**src/rtl/mux8_rr_sched.sv**
```systemverilog
// Round-robin scheduler sharing one 8:1 single-bit mux among eight requesters.
// It drives a Valid/Ack handshake toward the consumer and aborts stalled transfers with a watchdog.

module mux8to1 (
  input  logic [0:7] w_i,
  input  logic [2:0] s_i,
  output logic       f_o
);

  // Pure combinational select of one data bit
  always_comb begin
    f_o = w_i[s_i];
  end

endmodule

module mux8_rr_sched #(
  parameter int unsigned TIMEOUT = 15
) (
  input  logic       Clock,
  input  logic       Resetn,
  input  logic [0:7] R,
  input  logic [0:7] W,
  input  logic       Ack,
  output logic [0:7] G,
  output logic [2:0] S,
  output logic       f,
  output logic       Valid,
  output logic       Err
);

  typedef enum logic [1:0] {
    ST_IDLE   = 2'd0,
    ST_SAMPLE = 2'd1,
    ST_WAIT   = 2'd2
  } state_e;

  localparam bit         WDOG_EN  = (TIMEOUT != 0);
  localparam logic [7:0] CNT_LAST = WDOG_EN ? 8'(TIMEOUT - 1) : 8'd0;

  state_e     state_q;
  logic [2:0] ptr_q;
  logic [7:0] cnt_q;
  logic [2:0] pick_s;
  logic       mux_f_s;

  // First set request scanning upward from ptr, wrapping modulo 8
  function automatic logic [2:0] rr_pick(input logic [0:7] req, input logic [2:0] ptr);
    logic [2:0] idx;
    logic [2:0] cand;
    logic       found;
    idx   = ptr;
    found = 1'b0;
    for (int k = 0; k < 8; k++) begin
      cand = ptr + 3'(k);
      if (!found && req[cand]) begin
        idx   = cand;
        found = 1'b1;
      end
    end
    return idx;
  endfunction

  function automatic logic [0:7] onehot(input logic [2:0] idx);
    logic [0:7] v;
    v      = 8'h00;
    v[idx] = 1'b1;
    return v;
  endfunction

  // Arbitration winner for the current request vector
  always_comb begin
    pick_s = rr_pick(R, ptr_q);
  end

  mux8to1 u_mux (
    .w_i (W),
    .s_i (S),
    .f_o (mux_f_s)
  );

  // Scheduler FSM with registered grant, select, data, handshake and error pulse
  always_ff @(posedge Clock or negedge Resetn) begin
    if (!Resetn) begin
      state_q <= ST_IDLE;
      ptr_q   <= 3'd0;
      cnt_q   <= 8'd0;
      S       <= 3'd0;
      G       <= 8'h00;
      f       <= 1'b0;
      Valid   <= 1'b0;
      Err     <= 1'b0;
    end else begin
      Err <= 1'b0;
      case (state_q)
        ST_IDLE: begin
          if (|R) begin
            S       <= pick_s;
            G       <= onehot(pick_s);
            state_q <= ST_SAMPLE;
          end else begin
            state_q <= ST_IDLE;
          end
        end
        ST_SAMPLE: begin
          f       <= mux_f_s;
          Valid   <= 1'b1;
          cnt_q   <= 8'd0;
          state_q <= ST_WAIT;
        end
        ST_WAIT: begin
          // Ack has priority over a simultaneous timeout
          if (Ack) begin
            Valid   <= 1'b0;
            G       <= 8'h00;
            ptr_q   <= S + 3'd1;
            state_q <= ST_IDLE;
          end else if (WDOG_EN && (cnt_q == CNT_LAST)) begin
            Valid   <= 1'b0;
            G       <= 8'h00;
            Err     <= 1'b1;
            ptr_q   <= S + 3'd1;
            state_q <= ST_IDLE;
          end else begin
            cnt_q <= cnt_q + 8'd1;
          end
        end
        default: begin
          Valid   <= 1'b0;
          G       <= 8'h00;
          state_q <= ST_IDLE;
        end
      endcase
    end
  end

endmodule

```
**config.mk**
```make
export PLATFORM = sky130hd
export DESIGN_NAME = mux8_rr_sched
export DESIGN_NICKNAME = d
export VERILOG_FILES = /design/src/rtl/mux8_rr_sched.sv
export SDC_FILE = /design/constraint.sdc
export NUM_CORES = 1
export LEC_CHECK = 0
export CAP_MARGIN = 30
export CELL_PAD_IN_SITES_DETAIL_PLACEMENT = 1
export CELL_PAD_IN_SITES_GLOBAL_PLACEMENT = 1
export CORE_UTILIZATION = 30
export CTS_BUF_LIST = sky130_fd_sc_hd__clkbuf_8
export CTS_CLUSTER_DIAMETER = 40
export DETAILED_ROUTE_END_ITERATION = 10
export GPL_ROUTABILITY_DRIVEN = 0
export PLACE_DENSITY_LB_ADDON = 0.1
export RECOVER_POWER = 25
export SKIP_CTS_REPAIR_TIMING = 1
export SLEW_MARGIN = 30
export SYNTH_ARGS = -nofsm -noshare
export SYNTH_HDL_FRONTEND = slang
export SYNTH_SLANG_ARGS = --single-unit
```
**constraint.sdc**
```tcl
create_clock -name Clock -period 4.41 [get_ports Clock]
set_input_delay 0.882 -clock Clock [delete_from_list [all_inputs] [get_ports Clock]]
set_output_delay 0.882 -clock Clock [all_outputs]
set_load 0.01 [all_outputs]
```
Word level (Yosys, flattened, before mapping):

Cells that the tools add are included.

* flip-flop bits (word level): 27
* input port bits: 19
* output and inout bits: 14
* logic and storage cells: 133

* add/subtract/negate cells: 9
* $lt $le $gt $ge: 11
* equal/unequal tests: 7
* muxes and demuxes: 62
* bitwise gates (word level): 12
* reductions and logical operators: 24

Operators by type and width (count)
* $ge A4 B4 Y1 const B: 10
* $mux W8: 5
* $not A3 Y4: 10
* $mux W1: 32
* $bmux W1 S3: 9
* $mux W3: 9
* $pmux W8 S3: 1
* $pmux W8 S2: 1
* $add A3 B3 Y3 const B: 4
* $add A8 B1 Y8 const B: 1
* $eq A8 B4 Y1 const B: 1
* $logic_and A1 B1 Y1: 8
* $reduce_or A8 Y1: 1
* $logic_not A1 Y1: 7
* $add A3 B1 Y3 const B: 2
* $add A3 B2 Y3 const B: 2
* $ne A2 B2 Y1 const B: 3
* $pmux W2 S3: 1
* $reduce_and A2 Y1: 3
* $reduce_and A3 Y1: 2
* $lt A4 B1 Y1 const B: 1
* $mux W2: 2
* $reduce_bool A2 Y1: 2
* $demux W1 S3: 1
* 6 further kinds: 7

Depth between registers and ports, before layout:

* depth after elaboration: 33
* mapped depth: 13
* mapped depth without buffers: 10

Hierarchy:

From an unflattened synthesis, not the netlist that was laid out.

* cell total of the unflattened synthesis: 240
* area, all modules: 2398.6 µm²

Modules (own cells, without submodules)
* mux8_rr_sched: instances 1, cells each 237, area an instance 2334.7 µm², sequential area each 675.6 µm²
* mux8to1: instances 1, cells each 3, area an instance 63.8 µm², sequential area each 0.0 µm²

Least setup slack after synthesis:

Ideal clock, no wire load.

* path type: flip-flop to flip-flop
* from: reg ptr_q[0]
* to: reg G[3] (netlist name)
* setup time: 121 ps
* data arrival time: 3224 ps
* data required time: 4289 ps
* path slack: 1065 ps
* cell stages (with the launch flop): 14
* path buffers: 3
* period minus slack after synthesis: 3345 ps
* cells stage by stage: dfrtp_1 > buf_6 > buf_6 > inv_1 > ha_1 > buf_6 > mux4_2 > mux2i_1 > a32oi_1 > or2_4 > o32a_4 > xnor2_4 > and3_1 > a22o_1

* longest elaborated chain between the ends: 33
* elaborated cells on any way between the ends: 75
* those cells by class: add/sub: 7; order compare: 2; mux: 42; bitwise: 9; reduce/logical: 15

RTL lines
* from (decl): line 42 `logic [2:0] ptr_q;`
* from (signal assigned): line 116 `ptr_q <= S + 3'd1;`
* from (signal assigned): line 122 `ptr_q <= S + 3'd1;`
* branches (longest 25 deep; another with $add A3 B1 Y3)
* $mux W3 *: line 56 `if (!found && req[cand]) begin`
* $not A3 Y4 (implied by the code) *: line 67 `v[idx] = 1'b1;`
* $ge A4 B4 Y1 (implied by the code) or $lt A4 B1 Y1 (tied branches): line 67
* $logic_and A1 B1 Y1 (implied by the code): line 67
* $mux W1 (implied by the code): line 67
* $demux W1 S3 *: line 67
* $mux W8 *: line 97 `if (|R) begin`
* $pmux W8 S3 *: line 95 `case (state_q)`
* to (signal assigned): line 99 `G <= onehot(pick_s);`
* to (decl): line 25 `output logic [0:7] G,`

Every way passes the cells marked *. The select of a mux whose other input is x is not followed.
A chain may end at the register's enable or synchronous reset.

Worst setup path after layout:

* from: in R[6] (netlist name)
* to: reg G[3] (netlist name)

* longest elaborated chain between the ends: 32
* elaborated cells on any way between the ends: 63
* those cells by class: order compare: 2; eq/ne: 1; mux: 42; bitwise: 1; reduce/logical: 17

RTL lines
* from (decl): line 22 `input logic [0:7] R,`
* $bmux W1 S3: line 56
* $mux W1 (implied by the code) (2 in series): line 56
* $mux W1: line 56
* $logic_not A1 Y1: line 56
* $logic_and A1 B1 Y1: line 56
* $mux W1: line 56
* $logic_not A1 Y1: line 56
* $logic_and A1 B1 Y1: line 56
* [... 15 more ...]
* $mux W3: line 56
* $not A3 Y4 (implied by the code): line 67
* $ge A4 B4 Y1 (implied by the code) or $lt A4 B1 Y1 (tied branches): line 67
* $logic_and A1 B1 Y1 (implied by the code): line 67
* $mux W1 (implied by the code): line 67
* $demux W1 S3: line 67
* $mux W8: line 97
* $pmux W8 S3: line 95

Parallel ways exist; a longest one is shown, timed or not. The select of a mux whose other input is x is not followed.

==> run summary <==
Outcome - complete, but fails checks
Violated checks - capacitance limit, slew limit
M1 GR Usage - 22.65%
Starting Density - 31.02%
ANT nets after route - 0
Clock Power Share - 6.7%
Area of the multi-input gates - 1476 µm²
Max Cap Viol - 1
Die area - 7849 µm²
Static Leak - 1.076 nW
Ys flop type - dfrtp_1
Global Route Usage Sum - 16.19%
Crit Path Class - in -> reg
HPWL Detailed - 4705 µm
Worst Path Arrival - 3.68 ns
Slew @ Worst Pin - 1.525 ns
Via count - 1890
Clock Tree Buf Depth - 2
Synth Instances - 223
# diodes - 0
GRT met2 Usage - 25.87%
Largest net degree at the start of global routing - 28
Post-route DRC - 0
H-tree depth - 1
Switching share of power - 48.77%
Overall Power - 2.077 mW
Worst-path clk slew - 0.10 ns
Area of the core - 7253 µm²
Synth Register Bits - 27
WL final - 6064 µm
Reg2reg end - G[3]
Ys Warns - 0
Final Max Tran Viols - 28
Power Density - 771.0 nW/µm²
Share of layout cells above drive strength 1 - 14.62%
Final setup fails - 0
Synth unique cells - 59
Sequential area share after synthesis - 30.03%
Die Ht - 88.60 µm
Post-synth EDFFs - 0
Tmin final - 3.520 ns
Vias in the first global route - 1898
IO buf count - 32
First-pass GRT wire length - 9729 µm
FF-to-FF setup slack - 1.06 ns
FFs w/ async S/R, synth - 100.0%
Worst-case reg-to-reg path depth - 10
Setup crit start - R[6]
Fin Clk Skew - 0.006888 ns
Max_slew headroom - -1.686%
DRT iter0 DRCs - 63
Commonest non-fill, non-tap cells in the layout - clkdlybuf4s50_1, dfrtp_1, nand2_1
TritonCTS clock tree - done
Setup TNS - 0 ns
Min-Delay Path Class - reg -> reg
Via density - 5.369
Die X - 88.60 µm
Inserted Clock Buffers - 3
Worst Setup EP - G[3]
Most common cell after layout, fill and taps aside - clkdlybuf4s50_1
Clock sinks - 27
Avg Cell Area, Syn - 10.09 µm²
Worst-Skew Late Latency - 0.27 ns
Worst vdd ir - 253.4 µV
Req. time, crit path - 4.57 ns
IO Count - 33
Unrepaired setup endpoints after global routing - no
M3 GR Usage - 1.866%
Fmax - 284.1 MHz
Final hold violations - 0
Sequential fraction of design power - 19.8%
Crit start category - primary input
Mapped cell area - 2250 µm²
RR Startpoint - ptr_q[1]
Setup crit end kind - flip-flop
Final Net Count - 278
Filler Cells Inserted - 845
CTS Root Buffer Type - clkbuf_8
Fin area - 2694 µm²
Fin crit share - 79.82%
Area growth from synthesis to layout - 19.74%
CP max FO - 7
Register area - 675.6 µm²
Row count - 31
Busiest layer in global routing - met2
Syn nets - 247
Combinational power share - 73.4%
Placement Cell Area - 2653 µm²
GRT Residual Overflow - 0
Int Power - 1.064 mW
Psw - 1.013 mW
First-pass DRT Iterations - 4
Routed WL per cell - 17.23 µm
Antenna violations before repair - 0
==> sequential cells by signal (all words and copies together), names as in the netlist <==
signal / count
G: 8
ptr_q: 3
f: 1
Err: 1
S: 3
cnt_q: 8
Valid: 1
state_q: 2
==> power groups by stage <==
| stage | registers, mW | logic (mW) | clock network [mW] |
|---|---|---|---|
| 2_1_floorplan | 0.400 | 1.17 | 0 |
| 3_3_place_gp | 0.418 | 1.53 | 0 |
| 3_5_place_dp | 0.418 | 1.52 | 0 |
| 4_1_cts | 0.414 | 1.54 | 0.147 |
| 5_1_grt | 0.428 | 1.66 | 0.153 |
| 6_report | 0.412 | 1.53 | 0.140 |
==> cell usage after synthesis (all sizes together), types with 4 or more instances <==
master,n,share of area (%)
a21oi,10,2.2
a22o,8,3.1
buf,5,2.1
clkbuf,4,0.78
dfrtp,27,30
ha,5,2.8
inv,9,1.5
mux2,10,5.2
mux2i,14,7.0
mux4,10,10
nand2,23,3.8
nand2b,9,2.5
nand3,5,1.1
nor2,17,3.2
o211ai,4,1.3
o21ai,9,2.0
o22ai,11,3.1
xnor2,4,2.4
==> logic make-up after synthesis <==
family / Yosys count / share of synthesized area, %
AND/OR/NAND/NOR: 76 / 18.52
AO/OA/AOI/OAI: 56 / 18.30
multiplexers: 34 / 22.14
flip-flops: 27 / 30.03
buffers and inverters: 18 / 4.338
XOR/XNOR: 7 / 3.894
adder cells (fa/ha/maj): 5 / 2.781
==> metrics by stage <==
stage          setup WS, ns  cells  util (%)  hold slack, ns
2_1_floorplan         1.065    223         -          0.4577
3_3_place_gp         0.6208    348     36.57          0.4673
3_5_place_dp         0.6245    348     36.57          0.4711
4_1_cts              0.8974    352     37.19          0.4953
5_1_grt              0.7614    352     37.14          0.5194
6_report             0.8900    352     37.14          0.4905
==> per-layer routing <==
layer	up-vias	wire, µm
li1	902	-
met2	52	2717
met5	-	0
met1	928	2976
met4	0	143
met3	8	227
==> worst min path at each step <==
stage / startpoint / endpoint / slack [ns] / cells past startpoint
floorplan: cnt_q[7] / cnt_q[7] / 0.46 / 1
global placement: Valid / Valid / 0.47 / 1
detailed placement: Valid / Valid / 0.47 / 1
CTS: Valid / Valid / 0.50 / 1
global route: Valid / Valid / 0.52 / 1
finish: Valid / Valid / 0.49 / 1
==> cell type report <==
type / count / area share (%)
Multi-Input combinational cell: 178 / 54.81
Inverter: 9 / 1.254
Tap cell: 99 / 4.598
Clock inverter: 1 / 0.1393
Clock buffer: 3 / 1.533
Timing Repair Buffer: 35 / 12.59
Sequential cell: 27 / 25.08
==> worst max-delay path, stage by stage <==
cell	delay (ns)
clkdlybuf4s50_1	0.52
mux4_2	0.61
mux2i_1	0.17
a32oi_1	0.16
or2_4	0.35
o32a_4	0.39
xnor2_4	0.16
and3_1	0.22
a22o_1	0.20
No activity file was read; power rests on OpenSTA's default activity.
